<file path="src/rtl/axi4_wr_burst_req_split.sv">
// Splits one large AXI4 write request into bursts that never exceed MAX_BURST
// beats or cross a 4 KB page, emitted as {id, addr, len} stream words.
module axi4_wr_burst_req_split #(
    parameter int ASIZE     = 32,
    parameter int IDSIZE    = 4,
    parameter int LSIZE     = 8,
    parameter int DSIZE     = 64,
    parameter int CSIZE     = 32,
    parameter int MAX_BURST = 256
) (
    input  logic                          clock,
    input  logic                          rst,
    input  logic                          req_valid,
    output logic                          req_ready,
    input  logic [IDSIZE-1:0]             req_id,
    input  logic [ASIZE-1:0]              req_addr,
    input  logic [CSIZE-1:0]              req_beats,
    output logic                          out_tvalid,
    input  logic                          out_tready,
    output logic [IDSIZE+ASIZE+LSIZE-1:0] out_tdata,
    output logic                          out_tlast,
    output logic                          busy
);

    // state | meaning
    // IDLE  | waiting for a request; req_ready high
    // CALC  | sizing the next burst from remaining beats and 4 KB headroom
    // SEND  | descriptor presented downstream until accepted

    localparam int BYTES = DSIZE / 8;
    localparam int BSH   = $clog2(BYTES);
    localparam logic [ASIZE-1:0] ALIGN_MASK = ~ASIZE'(BYTES - 1);
    localparam logic [CSIZE-1:0] MAX_C      = CSIZE'(MAX_BURST);

    typedef enum logic [1:0] {
        IDLE = 2'd0,
        CALC = 2'd1,
        SEND = 2'd2
    } state_t;

    state_t state, state_nxt;

    logic [IDSIZE-1:0] id_q;
    logic [ASIZE-1:0]  addr_q;
    logic [CSIZE-1:0]  rem_q;
    logic [LSIZE-1:0]  len_q;
    logic [LSIZE:0]    burst_q;
    logic              last_q;
    logic              rdy_en_q;

    logic              req_fire;
    logic              out_fire;
    logic [12:0]       to4k;
    logic [CSIZE-1:0]  cap;
    logic [CSIZE-1:0]  burst_c;

    assign req_fire = req_valid && req_ready;
    assign out_fire = out_tvalid && out_tready;

    // addr_q is beat-aligned, so to4k is always at least one beat
    assign to4k = (13'h1000 - {1'b0, addr_q[11:0]}) >> BSH;

    always_comb begin
        cap     = (MAX_C < CSIZE'(to4k)) ? MAX_C : CSIZE'(to4k);
        burst_c = (rem_q < cap) ? rem_q : cap;
    end

    always_ff @(posedge clock or posedge rst) begin
        if (rst) begin
            state <= IDLE;
        end else begin
            state <= state_nxt;
        end
    end

    always_comb begin
        state_nxt = state;
        case (state)
            IDLE: if (req_fire && (req_beats != '0)) state_nxt = CALC;
            CALC: state_nxt = SEND;
            SEND: if (out_fire) state_nxt = last_q ? IDLE : CALC;
            default: state_nxt = IDLE;
        endcase
    end

    always_comb begin
        req_ready  = rdy_en_q && (state == IDLE);
        out_tvalid = (state == SEND);
        busy       = (state != IDLE);
        out_tdata  = {id_q, addr_q, len_q};
        out_tlast  = last_q && (state == SEND);
    end

    // rdy_en_q keeps req_ready low until the first clock after reset release
    always_ff @(posedge clock or posedge rst) begin
        if (rst) begin
            rdy_en_q <= 1'b0;
            id_q     <= '0;
            addr_q   <= '0;
            rem_q    <= '0;
            len_q    <= '0;
            burst_q  <= '0;
            last_q   <= 1'b0;
        end else begin
            rdy_en_q <= 1'b1;
            case (state)
                IDLE: begin
                    if (req_fire) begin
                        id_q   <= req_id;
                        addr_q <= req_addr & ALIGN_MASK;
                        rem_q  <= req_beats;
                    end
                end
                CALC: begin
                    len_q   <= LSIZE'(burst_c - CSIZE'(1));
                    burst_q <= burst_c[LSIZE:0];
                    last_q  <= (rem_q == burst_c);
                end
                SEND: begin
                    if (out_fire) begin
                        addr_q <= addr_q + (ASIZE'(burst_q) << BSH);
                        rem_q  <= rem_q - CSIZE'(burst_q);
                    end
                end
                default: ;
            endcase
        end
    end

endmodule

</file>
<file path="config.mk">
export PLATFORM = sky130hd
export DESIGN_NAME = axi4_wr_burst_req_split
export DESIGN_NICKNAME = d
export VERILOG_FILES = /design/src/rtl/axi4_wr_burst_req_split.sv
export SDC_FILE = /design/constraint.sdc
export NUM_CORES = 1
export LEC_CHECK = 0
export ABC_AREA = 1
export CORE_ASPECT_RATIO = 0.5
export CORE_MARGIN = 4
export CORE_UTILIZATION = 48
export DETAILED_ROUTE_END_ITERATION = 16
export GPL_TIMING_DRIVEN = 0
export PLACE_DENSITY_LB_ADDON = 0.25
export SYNTH_ARGS = -nofsm -noshare
export SYNTH_HDL_FRONTEND = slang
export SYNTH_SLANG_ARGS = --single-unit
</file>
<file path="constraint.sdc">
create_clock -name clock -period 3.5 [get_ports clock]
set_clock_uncertainty 0.15 [all_clocks]
set_input_delay 0.7 -clock clock [delete_from_list [all_inputs] [get_ports clock]]
set_output_delay 0.7 -clock clock [all_outputs]
set_load 0.03 [all_outputs]
</file>
======== Word level (Yosys, flattened, before mapping) ========
Index checks and enable logic that the tools add are counted.
operators by class
  magnitude comparators ................... 2
  equal/unequal tests ..................... 6
  multiplexer cells ....................... 12
  reductions and logical operators ........ 12
  add/subtract/negate cells ............... 4
operators with widths
  cell                                                 count
  2-to-1 mux 32 bit                                    5
  one-hot mux 32 bit (2 select lines)                  2
  adder 32 x 12 -> 32 bit                              1
  == test 32 bit                                       1
  < comparator 32 x 10 -> 1 bit                        1
  nonzero test 32 bit                                  1
  subtractor 32 x 9 -> 32 bit                          1
  subtractor 13 x 12 -> 13 bit (first input constant)  1
  < comparator 9 x 10 -> 1 bit (first input constant)  1
  2-to-1 mux 10 bit                                    1
  subtractor 8 x 1 -> 8 bit (second input constant)    1
  one-hot mux 2 bit (3 select lines)                   1
  logical AND 1 bit                                    5
  2-to-1 mux 2 bit                                     2
  != test 2 bit (second input constant)                2
  AND reduction 2 bit                                  2
  nonzero test 2 bit                                   2
  AND reduction 3 bit                                  1
  == test 2 x 1 -> 1 bit (second input constant)       1
  == test 2 bit (second input constant)                1
  zero test 2 bit                                      1
  != test 2 x 1 -> 1 bit (second input constant)       1
  2-to-1 mux 1 bit                                     1
word-level totals
  output and inout bits ................... 48
  register bits ........................... 89

======== Depth between registers and ports, before layout ========
Gate-level depths: netlist of the first run.
  word-level depth ........................ 6
  depth in mapped cells ................... 32
  mapped depth without buffers ............ 31

======== Worst setup path before layout of the first run ========
OpenSTA, ideal clock, no wires.
  path type ............................... reg-to-reg
  from .................................... reg addr_q[4]
  to ...................................... reg len_q[6]
  setup time .............................. 117 ps
  data arrival time ....................... 3,281 ps
  slack ................................... -48 ps
  stages on the path, launching flop included .. 29
  path buffers ............................ 1
  path through ............................ dfrtp_1 inv_1 ha_1 nand3_1 nand2_1 nand2_1 nand3_1 nor2_1 nand2_2 nand2_4 inv_1 nor2_1 inv_1 ha_1 nand2_1 nor2_1 a211oi_1 nand2_2 nand2_4 nand2_4 buf_8 nand2_4 nand2_4 inv_4 nor2_4 nand2_2 nand2_1 nor2_1 nor2_1
between the ends
  word-level cells in the longest chain between the ends .. 6
RTL lines
  element                         RTL line  RTL
  start, declared                 44        logic [ASIZE-1:0] addr_q;
  start signal, assigned          110       addr_q <= req_addr & ALIGN_MASK;
  start signal, assigned          121       addr_q <= addr_q + (ASIZE'(burst_q) << BSH);
  subtractor 13 x 12 -> 13 bit *  61        assign to4k = (13'h1000 - {1'b0, addr_q[11:0]}) >> BSH;
  < comparator 9 x 10 -> 1 bit    64        cap = (MAX_C < CSIZE'(to4k)) ? MAX_C : CSIZE'(to4k);
  2-to-1 mux 10 bit *             64
  < comparator 32 x 10 -> 1 bit   65        burst_c = (rem_q < cap) ? rem_q : cap;
  2-to-1 mux 32 bit *             65
  subtractor 8 x 1 -> 8 bit *     115       len_q <= LSIZE'(burst_c - CSIZE'(1));
  end signal, assigned            115
  end, declared                   46        logic [LSIZE-1:0] len_q;
Mark *: on every way between the ends. The rest lies on a longest branch, timed or not.
A chain may end at the register's enable or synchronous reset.

======== Final worst setup path of the first run ========
  from .................................... reg addr_q[3]
  to ...................................... reg last_q
between the ends
  word-level cells in the longest chain between the ends .. 6
RTL lines
  element                         RTL line  RTL
  subtractor 13 x 12 -> 13 bit *  61
  < comparator 9 x 10 -> 1 bit    64
  2-to-1 mux 10 bit *             64
  < comparator 32 x 10 -> 1 bit   65
  2-to-1 mux 32 bit *             65
  == test 32 bit *                117       last_q <= (rem_q == burst_c);
  end signal, assigned            117
  end, declared                   48        logic last_q;
Marks and branches as above.

==> metrics.md, run 1 <==
| Metric | Value |
|---|---|
| CP Buf/Inv Count | 4 |
| Pwr Total | 9.234 mW |
| Largest net degree at the start of global routing | 45 |
| Max Cap Violations | 0 |
| Crit share post-route | 1.005 |
| Crit path kind | reg2reg |
| Data required, critical path | 3.64 ns |
| GRT Util Overall | 0.2698 |
| DP Wirelength | 14850 microns |
| I/O Buffers | 113 |
| Hold Path Class | reg2reg |
| Main flop type after synthesis | dfrtp_1 |
| Worst setup SP type | flip-flop |
| Via Count | 6743 |
| Clk sinks | 86 |
| Crit end category | flip-flop |
| Initial Utilization | 0.4928 |
| Final setup margin | -0.01703 ns |
| Failing checks | setup timing |
| Total power per unit cell area | 1078 nW/um^2 |
| VDD IR max | 0.6025 mV |
| Synth Warn # | 0 |
| CTS H-tree lvls | 3 |
| Die Span Y | 88.74 microns |
| Seq/Total Area, Yosys | 0.3439 |
| CTS tree | yes |
| Post-synth top area cell | dfrtp_1 |
| Vias in the first global route | 6155 |
| Post-route ant nets | 0 |
| Slew Viols, Final | 0 |
| Clk root buf | clkbuf_16 |
| GRT Residual Overflow | 0 |
| Status | finished with violations |
| DIE AREA | 15040 sq um |
| Average size of a mapped cell | 7.235 sq um |
| Post-synth top area share | 0.3439 |
| Mapped Area | 6259 sq um |
| Peak Freq | 284.3 MHz |
| # fillers | 1087 |
| Worst Path Arrival | 3.65 ns |
| Fin. Hold Viols | 0 |
| Most Frequent Cell on Critical Path | nand2_4 |
| Worst path slowest cell | dfrtp_2 |
| Worst-margin pin slew | 0.7461 ns |
| CTS Buf Count | 9 |
| Ys async rst share | 1.000 |
| Final #Nets | 1128 |
| CP max FO | 7 |
| Leakage | 3.739 nW |
| IO Count | 120 |
| Post-Syn Instances | 865 |
| Reg-to-Reg Start | addr_q[3] |
| Synth area leaders | dfrtp_1, nand2_1, o21ai_0 |
| DRC viols | 0 |
| WHS | 0.3343 ns |
| DR vias/cell | 5.619 |
| Drt first pass iters | 5 |
| Clk pin slew, worst setup/hold paths | 0.07 ns |
| Final min period | 3.517 ns |
| Clock Latency Late Sink | 0.35 ns |
| Yosys reg bits | 86 |
| Share of layout cells above drive strength 1 | 0.1592 |
| Max transition margin | 0.5026 |
| Final setup viols | 3 |
| Final WL | 20980 microns |
| Initial antenna violation count | 0 |
| Largest delay share family, worst path | simple AND/OR/NAND/NOR gates |
| Routability-driven placement congestion ratio | 0.9482 |
| Fin util | 0.6748 |
| Average wire per standard cell | 17.48 microns |
| Initial drt markers | 630 |
| RSZ-0062 raised after global routing | true |
| CP peak stage delay | 0.48 ns |
| Yosys cell types | 43 |
| Chip Width | 169.5 microns |
| First-pass GRT wire length | 31810 microns |
| Core area | 12700 sq um |
| Critical Path Source | addr_q[3] |
| Number of synthesized flops with an enable pin | 0 |
| Antenna cell count | 0 |
| Area grow syn2layout | 36.93% |
| HP Start | last_q |
| CTS Buffer Depth | 2 |
| Num rows | 29 |
worst register-to-register path, delay by kind of cell, from the launching register on:
kind            cells  cell delay, ns
fa+ha+maj           2            0.39
flops               1            0.48
compound gates      2            0.28
simple gates       20            1.72
buf+inv             4            0.42
cell usage in the layout, fill, tap and decap left out, types with 17 or more instances in the layout:
cell             Yosys  layout
nand2_1            152     137
nand3_1             42      36
xor2_1              19      19
clkdlybuf4s50_1      0     113
a21oi_1             39      35
nand2_2             10      17
clkbuf_1            28      26
nand2_4             11      17
o21ai_0            106     102
o22ai_1             22      21
inv_1              100      93
ha_1                29      23
o211ai_1            18      18
buf_4                3      34
nor2_1              97      90
dfrtp_1             86      82
cell families (layout without fill, tap and decap cells):
family / count (synthesis) / in the layout / synth area share
multiplexers: 4 / 4 / 0.007197
flip-flops: 86 / 86 / 0.3439
buffers and inverters: 135 / 297 / 0.08497
AO/OA/AOI/OAI: 221 / 221 / 0.1987
AND/OR/NAND/NOR: 363 / 363 / 0.2675
other: 2 / 5 / 0.001200
adder cells (fa/ha/maj): 31 / 31 / 0.06437
XOR/XNOR: 23 / 23 / 0.03219
flip-flops by register name, indices dropped and copies added, names as in the netlist:
signal    cells
state         2
burst_q       9
last_q        1
rem_q        32
id_q          4
rdy_en_q      1
len_q         8
addr_q       29
cells in the mapped netlist (2+ instances only):
| cell | n |
|---|---|
| a21oi_1 | 39 |
| a221oi_1 | 2 |
| a31oi_1 | 11 |
| buf_4 | 3 |
| clkbuf_1 | 28 |
| conb_1 | 2 |
| dfrtp_1 | 86 |
| fa_1 | 2 |
| ha_1 | 29 |
| inv_1 | 100 |
| inv_2 | 2 |
| mux2_2 | 4 |
| nand2_1 | 152 |
| nand2_2 | 10 |
| nand2_4 | 11 |
| nand3_1 | 42 |
| nand4_1 | 13 |
| nor2_1 | 97 |
| nor2_2 | 8 |
| nor3_1 | 6 |
| nor4_1 | 9 |
| o211ai_1 | 18 |
| o21ai_0 | 106 |
| o21ai_1 | 13 |
| o221ai_1 | 4 |
| o22ai_1 | 22 |
| or2_2 | 9 |
| xnor2_1 | 4 |
| xor2_1 | 19 |
per-stage QoR:
step | setup TNS [ns] | cell area (sq um) | std cells | worst slack, ns
final | -0.02760 | 8569 | 1200 | -0.01703
after global routing | -1.728 | 8569 | 1200 | -0.2337
after CTS | 0 | 8069 | 1176 | 0.02435
after detailed placement | -3.545 | 7646 | 1152 | -0.3637
after global placement | -95.69 | 7616 | 1151 | -1.372
after floorplan | 0 | 6272 | 868 | 0.03552
layer usage:
| layer | GRT usage | share of wire | vias to the layer above |
|---|---|---|---|
| li1 | - | - | 3226 |
| met1 | 0.3771 | 0.44 | 3151 |
| met2 | 0.4444 | 0.46 | 330 |
| met3 | 0.05042 | 0.082 | 36 |
| met4 | 0.05551 | 0.015 | 0 |
| met5 | 0 | 0 | - |
worst paths after layout:
kind                               to  slack, ns  cells after the start
setup reg to reg               last_q      -0.02                     28
setup / recovery               last_q      -0.02                     28
max in group asynchronous  addr_q[27]       1.96                      3
hold / removal                 last_q       0.33                      2
min in group asynchronous  addr_q[12]       0.62                      2
hold reg to reg                last_q       0.33                      2
repair_timing:
| item | CTS | global route |
|---|---|---|
| setup endpoints to repair | 22 | 30 |
| resized for setup | 16 | 74 |
| hold buffers | 0 | 0 |
| cloned | 0 | 1 |
| setup buffers | 8 | 23 |
| hold endpoints to repair | 0 | 0 |
| pin swaps | 1 | 44 |
where the power goes:
part	switching [mW]	internal (mW)	total, mW	leakage, nW
sequential	0.623	1.49	2.11	1.04
combinational	3.74	2.36	6.09	2.54
clock	0.462	0.566	1.03	0.152
total	4.82	4.41	9.23	3.74
layout make-up:
class	instances	area, sq um	area share
Clock buffer	9	225.2	0.02628
Sequential cell	86	2157	0.2517
Tap cell	170	212.7	0.02482
Inverter	103	399.1	0.04658
Buffer	32	150.1	0.01752
Clock inverter	7	81.33	0.009490
Multi-Input combinational cell	647	3928	0.4583
Timing Repair Buffer	146	1416	0.1653
No activity file was read; power rests on OpenSTA's default activity.
==> run 2, diff against run 1 <==
SKIP_CTS_REPAIR_TIMING = 1   (was unset)
SLEW_MARGIN = 20   (was unset)
==> run 2 against run 1 <==
Compared with the run above:
- the flow still finishes with violations (setup timing)
- global-route usage shrank 0.37 points
- core utilization fell by 0.089 points
- die area unchanged
- sequential power about the same
- non-clock buffer count is 4 lower
- via count is 0.89% higher
- worst setup slack lost 0.12 ns
- power is 0.41% lower
- critical path type unchanged
- sequential cell count stayed put
- critical endpoint is now len_q[4]
==> metrics.md, run 2 (synthesized netlist as in run 1, its figures left out) <==
| Metric | Value |
|---|---|
| VDD IR max | 0.6065 mV |
| Crit share post-route | 1.039 |
| RSZ-0062 raised after global routing | true |
| Fin area | 8558 sq um |
| Area grow syn2layout | 36.75% |
| Max reg flops | 32 |
| Drt first pass iters | 6 |
| M1 GR Usage | 0.3754 |
| Total power per unit cell area | 1075 nW/um^2 |
| Clk sinks | 86 |
| Met3 Usage GRT | 0.05042 |
| Num rows | 29 |
| Slew Viols, Final | 0 |
| Busiest layer in global routing | met2 |
| Failing checks | setup timing |
| Flop2flop setup slack | -0.14 ns |
| Clk pin slew, worst setup/hold paths | 0.07 ns |
| Initial drt markers | 643 |
| FF-to-FF path depth | 27 |
| HP Start | last_q |
| IO Count | 120 |
| Fin. Hold Viols | 0 |
| Crit path kind | reg2reg |
| CTS H-tree lvls | 3 |
| Initial antenna violation count | 0 |
| Sequential cell area | 2160 sq um |
| WHS | 0.3450 ns |
| Reg with most FFs | rem_q |
| Non-Filler Instances | 1196 |
| Capture point of the worst reg-to-reg path | len_q[4] |
| Core area | 12700 sq um |
| Crit end category | flip-flop |
| Largest registers | rem_q: 32 flops, addr_q: 29 flops, burst_q: 9 flops |
| Placed cell areas | 7646 sq um |
| Via Count | 6803 |
| # fillers | 1101 |
| Hold Path Sink | last_q |
| Commonest cells after routing, fill and taps aside | nand2_1, clkdlybuf4s50_1, o21ai_0, inv_1, nor2_1 |
| Final #Nets | 1124 |
| Hold depth | 2 |
| Post-route ant nets | 0 |
| DRC viols | 0 |
| Vias in the first global route | 6082 |
| Clk root buf | clkbuf_16 |
| Pwr Total | 9.196 mW |
| Sequential Power Share | 0.229 |
| Final setup margin | -0.1366 ns |
| DP Wirelength | 14850 microns |
| Pint | 4.380 mW |
| Max Cap Violations | 0 |
| Peak Freq | 275.0 MHz |
| Leakage | 3.722 nW |
| CTS Buffer Depth | 2 |
| DIE AREA | 15040 sq um |
| Die Span Y | 88.74 microns |
| Part of the power in the clock network | 0.112 |
| Initial Utilization | 0.4928 |
| Antenna cell count | 0 |
| Final setup viols | 9 |
| First-pass GRT wire length | 31390 microns |
| Chip Width | 169.5 microns |
| Status | finished with violations |
| Combinational Power Share | 0.659 |
| CTS tree | yes |
| Worst-margin pin slew | 0.7677 ns |
| Routability-driven placement congestion ratio | 0.9482 |
| Final TNS setup | -0.6682 ns |
| I/O Buffers | 113 |
| Multi-input combinational cell area | 3935 sq um |
| GRT Residual Overflow | 0 |
| Clock Latency Late Sink | 0.36 ns |
| DR vias/cell | 5.688 |
| Worst Path Arrival | 3.72 ns |
| Hold Path Class | reg2reg |
| Final min period | 3.637 ns |
| Max transition margin | 0.4882 |
| Average wire per standard cell | 17.68 microns |
| Met2 GRT Util | 0.4318 |
| Share of layout cells above drive strength 1 | 0.1569 |
| Final WL | 21150 microns |
| Cells after DPL | 1152 |
| Switching portion of total power | 0.5237 |
| Commonest non-fill, non-tap cell in the layout | nand2_1 |
| Data required, critical path | 3.59 ns |
| CP max FO | 8 |
| GRT Util Overall | 0.2661 |
| Psw | 4.816 mW |
| Reg-to-Reg Start | addr_q[3] |
| CTS Buf Count | 9 |
| Largest net degree at the start of global routing | 45 |
| Worst setup SP type | flip-flop |
-- run 2: cell types whose count changed in the layout (fill, tap and decap cells not counted), moves of 2 or more --
cell     before  now
dfrtp_1      82   80
nor2_4        8    6
inv_2         5    3
buf_4        34   28
nor2_2        8   11
nand2_4      17   15
nand2_1     137  140
buf_6         0    2
dfrtp_2       4    6
nand2_2      17   15
-- run 2: per-layer routing --
metal	wire, microns	up-vias
li1	-	3217
met1	9169	3187
met2	9597	355
met3	1960	44
met4	418	0
met5	0	-
-- run 2: critical path: stages (launching register included) --
cell and delay (ns):
dfrtp_2 0.47, inv_4 0.11, ha_4 0.17, nand2_4 0.05, nor2_4 0.14, nand3_2 0.09, nand2_2 0.07, nand2_1 0.07
nor2_2 0.12, nand2_2 0.07, nand2_4 0.11, inv_4 0.06, nor2_4 0.15, inv_2 0.06, ha_4 0.23, nand2_4 0.06
nor2_2 0.04, a211oi_2 0.21, nand2_2 0.09, nand2_4 0.13, nand2_4 0.10, clkbuf_16 0.20, nand2_8 0.08, nand2_8 0.06
nand2_4 0.09, inv_1 0.05, a21oi_1 0.16, a21oi_1 0.09
-- run 2: how the worst max path moves through the flow --
| stage | startpoint | end | slack [ns] | cells after the start |
|---|---|---|---|---|
| final | addr_q[3] | len_q[4] | -0.14 | 27 |
| after global placement | rst | addr_q[3] | -1.37 | 2 |
| after CTS | addr_q[4] | len_q[7] | -0.38 | 26 |
| after global routing | addr_q[3] | len_q[4] | -0.39 | 27 |
| after floorplan | addr_q[4] | len_q[6] | 0.04 | 29 |
| after detailed placement | addr_q[4] | len_q[7] | -0.36 | 26 |
-- run 2: final cells by class --
class,instances,share of cell area
flip-flops and latches,86,0.2523
inverters,103,0.04693
clock buffers,9,0.02632
clock inverters,7,0.009503
multi-input cells,647,0.4598
well taps,170,0.02485
plain buffers,32,0.01740
repair buffers,142,0.1629
-- run 2: power by group through the flow --
stage          registers [mW]  clock network (mW)  logic (mW)
4_1_cts                  2.05                1.03        5.26
5_1_grt                  2.17                1.07        6.63
6_report                 2.11                1.03        6.06
2_1_floorplan            2.36                   0        3.25
3_3_place_gp             2.04                   0        5.10
3_5_place_dp             2.06                   0        5.22
-- run 2: metrics by stage --
| step | utilization | setup WS, ns |
|---|---|---|
| finish | 0.6739 | -0.1366 |
| global route | 0.6739 | -0.3917 |
| CTS | 0.6262 | -0.3828 |
| detailed placement | 0.6021 | -0.3637 |
| global placement | 0.5997 | -1.372 |
| floorplan | - | 0.03552 |
==> run 3, diff against run 2 <==
CORE_UTILIZATION = 49   (was 48)
CTS_BUF_LIST = sky130_fd_sc_hd__clkbuf_8   (was unset)
==> run 3 against run 2 <==
Compared with the run above:
- the run still ends with setup timing left
- power shrank 5.1%
- worst setup slack better by 0.11 ns
- sequential cell count stayed put
- maximum frequency grew 3.1%
- first-iteration DRC count is 19% lower
- register-to-register slack improved by 0.11 ns
- die area fell by 1.9%
- clock power down 21%
- critical endpoint is now len_q[6]
- combinational power down 3.8%
- via count shrank 2.2%
- final cell count down 0.67%
- highest routed layer unchanged
==> metrics.md, run 3 (synthesized netlist as in run 1, its figures left out) <==
| Metric | Value |
|---|---|
| Status | finished with violations |
| Failing checks | setup timing |
| Most Frequent Cell on Critical Path | nand2_4 |
| Initial Utilization | 0.5148 |
| Final min period | 3.529 ns |
| Leakage | 3.640 nW |
| GRT Util Overall | 0.2680 |
| Share of layout cells above drive strength 1 | 0.1447 |
| Worst path slowest cell | dfrtp_2 |
| Combinational Power Share | 0.668 |
| HP Start | len_q[7] |
| Num rows | 28 |
| Clk pin slew, worst setup/hold paths | 0.10 ns |
| Largest net degree at the start of global routing | 65 |
| Max Cap Violations | 0 |
| Final setup viols | 2 |
| Peak Freq | 283.4 MHz |
| Psw | 4.611 mW |
| Sequential Power Share | 0.238 |
| Fin util | 0.6863 |
| Commonest cells after routing, fill and taps aside | nand2_1, clkdlybuf4s50_1, o21ai_0, inv_1, nor2_1 |
| Crit path kind | reg2reg |
| # fillers | 1014 |
| Reg with most FFs | rem_q |
| Die Span Y | 87.92 microns |
| IO Count | 120 |
| WHS | 0.3629 ns |
| DP Wirelength | 14910 microns |
| Part of the power in the clock network | 0.094 |
| DRC viols | 0 |
| CTS tree | yes |
| CP max FO | 8 |
| I/O Buffers | 113 |
| CTS Buffer Depth | 2 |
| Initial drt markers | 524 |
| First-pass GRT wire length | 31570 microns |
| Capture point of the worst reg-to-reg path | len_q[6] |
| Area grow syn2layout | 33.31% |
| Placed cell areas | 7642 sq um |
| Clk sinks | 86 |
| Vias in the first global route | 6258 |
| Largest registers | rem_q: 32 flops, addr_q: 29 flops, burst_q: 9 flops |
| DR vias/cell | 5.603 |
| GRT Residual Overflow | 0 |
| CP peak stage delay | 0.47 ns |
| Commonest non-fill, non-tap cell in the layout | nand2_1 |
| Worst setup SP type | flip-flop |
| Data required, critical path | 3.62 ns |
| Final WL | 20220 microns |
| Fin. Hold Viols | 0 |
| Max transition margin | 0.4935 |
| Via Count | 6656 |
| Slew Viols, Final | 0 |
| CTS Buf Count | 9 |
| RSZ-0062 raised after global routing | true |
| Hold Path Class | reg2reg |
| Reg-to-Reg Start | addr_q[3] |
| Pint | 4.112 mW |
| Worst-margin pin slew | 0.7597 ns |
| FF-to-FF path depth | 29 |
| Initial antenna violation count | 0 |
| Hold depth | 2 |
| Chip Width | 167.8 microns |
| Clock Latency Late Sink | 0.37 ns |
| Clk root buf | clkbuf_8 |
| DIE AREA | 14750 sq um |
| Max reg flops | 32 |
| Crit share post-route | 1.008 |
| Total power per unit cell area | 1046 nW/um^2 |
| Fin area | 8343 sq um |
| Core area | 12160 sq um |
| Average wire per standard cell | 17.02 microns |
| VDD IR max | 0.5168 mV |
| Drt first pass iters | 6 |
| Flop2flop setup slack | -0.03 ns |
| Worst Path Arrival | 3.65 ns |
| Final setup margin | -0.02889 ns |
| Antenna cell count | 0 |
| Routability-driven placement congestion ratio | 0.9563 |
| Switching portion of total power | 0.5286 |
| CTS H-tree lvls | 3 |
| Final #Nets | 1121 |
| Post-route ant nets | 0 |
| Crit end category | flip-flop |
| Hold Path Sink | len_q[7] |
[run 3: how the worst max path moves through the flow]
stage / startpoint / end / slack (ns) / depth (start not counted)
6_report: addr_q[3] / len_q[6] / -0.03 / 29
5_1_grt: addr_q[3] / len_q[6] / -0.20 / 29
4_1_cts: addr_q[4] / len_q[6] / -0.40 / 29
3_5_place_dp: addr_q[4] / len_q[6] / -0.37 / 29
3_3_place_gp: rst / addr_q[4] / -1.43 / 2
2_1_floorplan: addr_q[4] / len_q[6] / 0.04 / 29
[run 3: power by group through the flow]
stage                     sequential (mW)  clock [mW]  combinational (mW)
after floorplan                      2.36           0                3.25
after global placement               2.04           0                5.08
after detailed placement             2.05           0                5.22
after CTS                            2.04       0.821                5.25
after global routing                 2.15       0.873                6.42
final                                2.08       0.816                5.83
[run 3: metrics by stage]
step / instances / setup TNS [ns] / total power [mW] / setup WS [ns]
2_1_floorplan: 868 / 0 / 5.609 / 0.03552
5_1_grt: 1188 / -1.235 / 9.442 / -0.1977
6_report: 1188 / -0.03090 / 8.723 / -0.02889
4_1_cts: 1163 / -4.637 / 8.111 / -0.4000
3_5_place_dp: 1147 / -3.791 / 7.277 / -0.3716
3_3_place_gp: 1146 / -100.83 / 7.118 / -1.430
[run 3: cell type report]
cell class | instances | area, sq um | area share
multi-input cells | 647 | 3840 | 0.4603
repair buffers | 139 | 1364 | 0.1635
clock inverters | 7 | 98.84 | 0.01185
plain buffers | 32 | 150.1 | 0.01800
clock buffers | 9 | 123.9 | 0.01485
inverters | 103 | 401.6 | 0.04814
flip-flops and latches | 86 | 2158 | 0.2587
well taps | 165 | 206.4 | 0.02475
[run 3: worst max-delay path, delay by kind of cell (launching register included)]
family                   cells  cell delay (ns)
AO/OA/AOI/OAI                1             0.20
adder cells (fa/ha/maj)      2             0.38
buffers and inverters        4             0.40
flip-flops                   1             0.47
AND/OR/NAND/NOR             22             1.82
[run 3: per-layer routing]
| layer | up-vias | track usage | part of all wire |
|---|---|---|---|
| met1 | 3108 | 0.3595 | 0.43 |
| met3 | 39 | 0.05500 | 0.088 |
| met4 | 0 | 0.08247 | 0.020 |
| met5 | - | 0 | 0 |
| met2 | 296 | 0.4443 | 0.46 |
| li1 | 3213 | - | - |
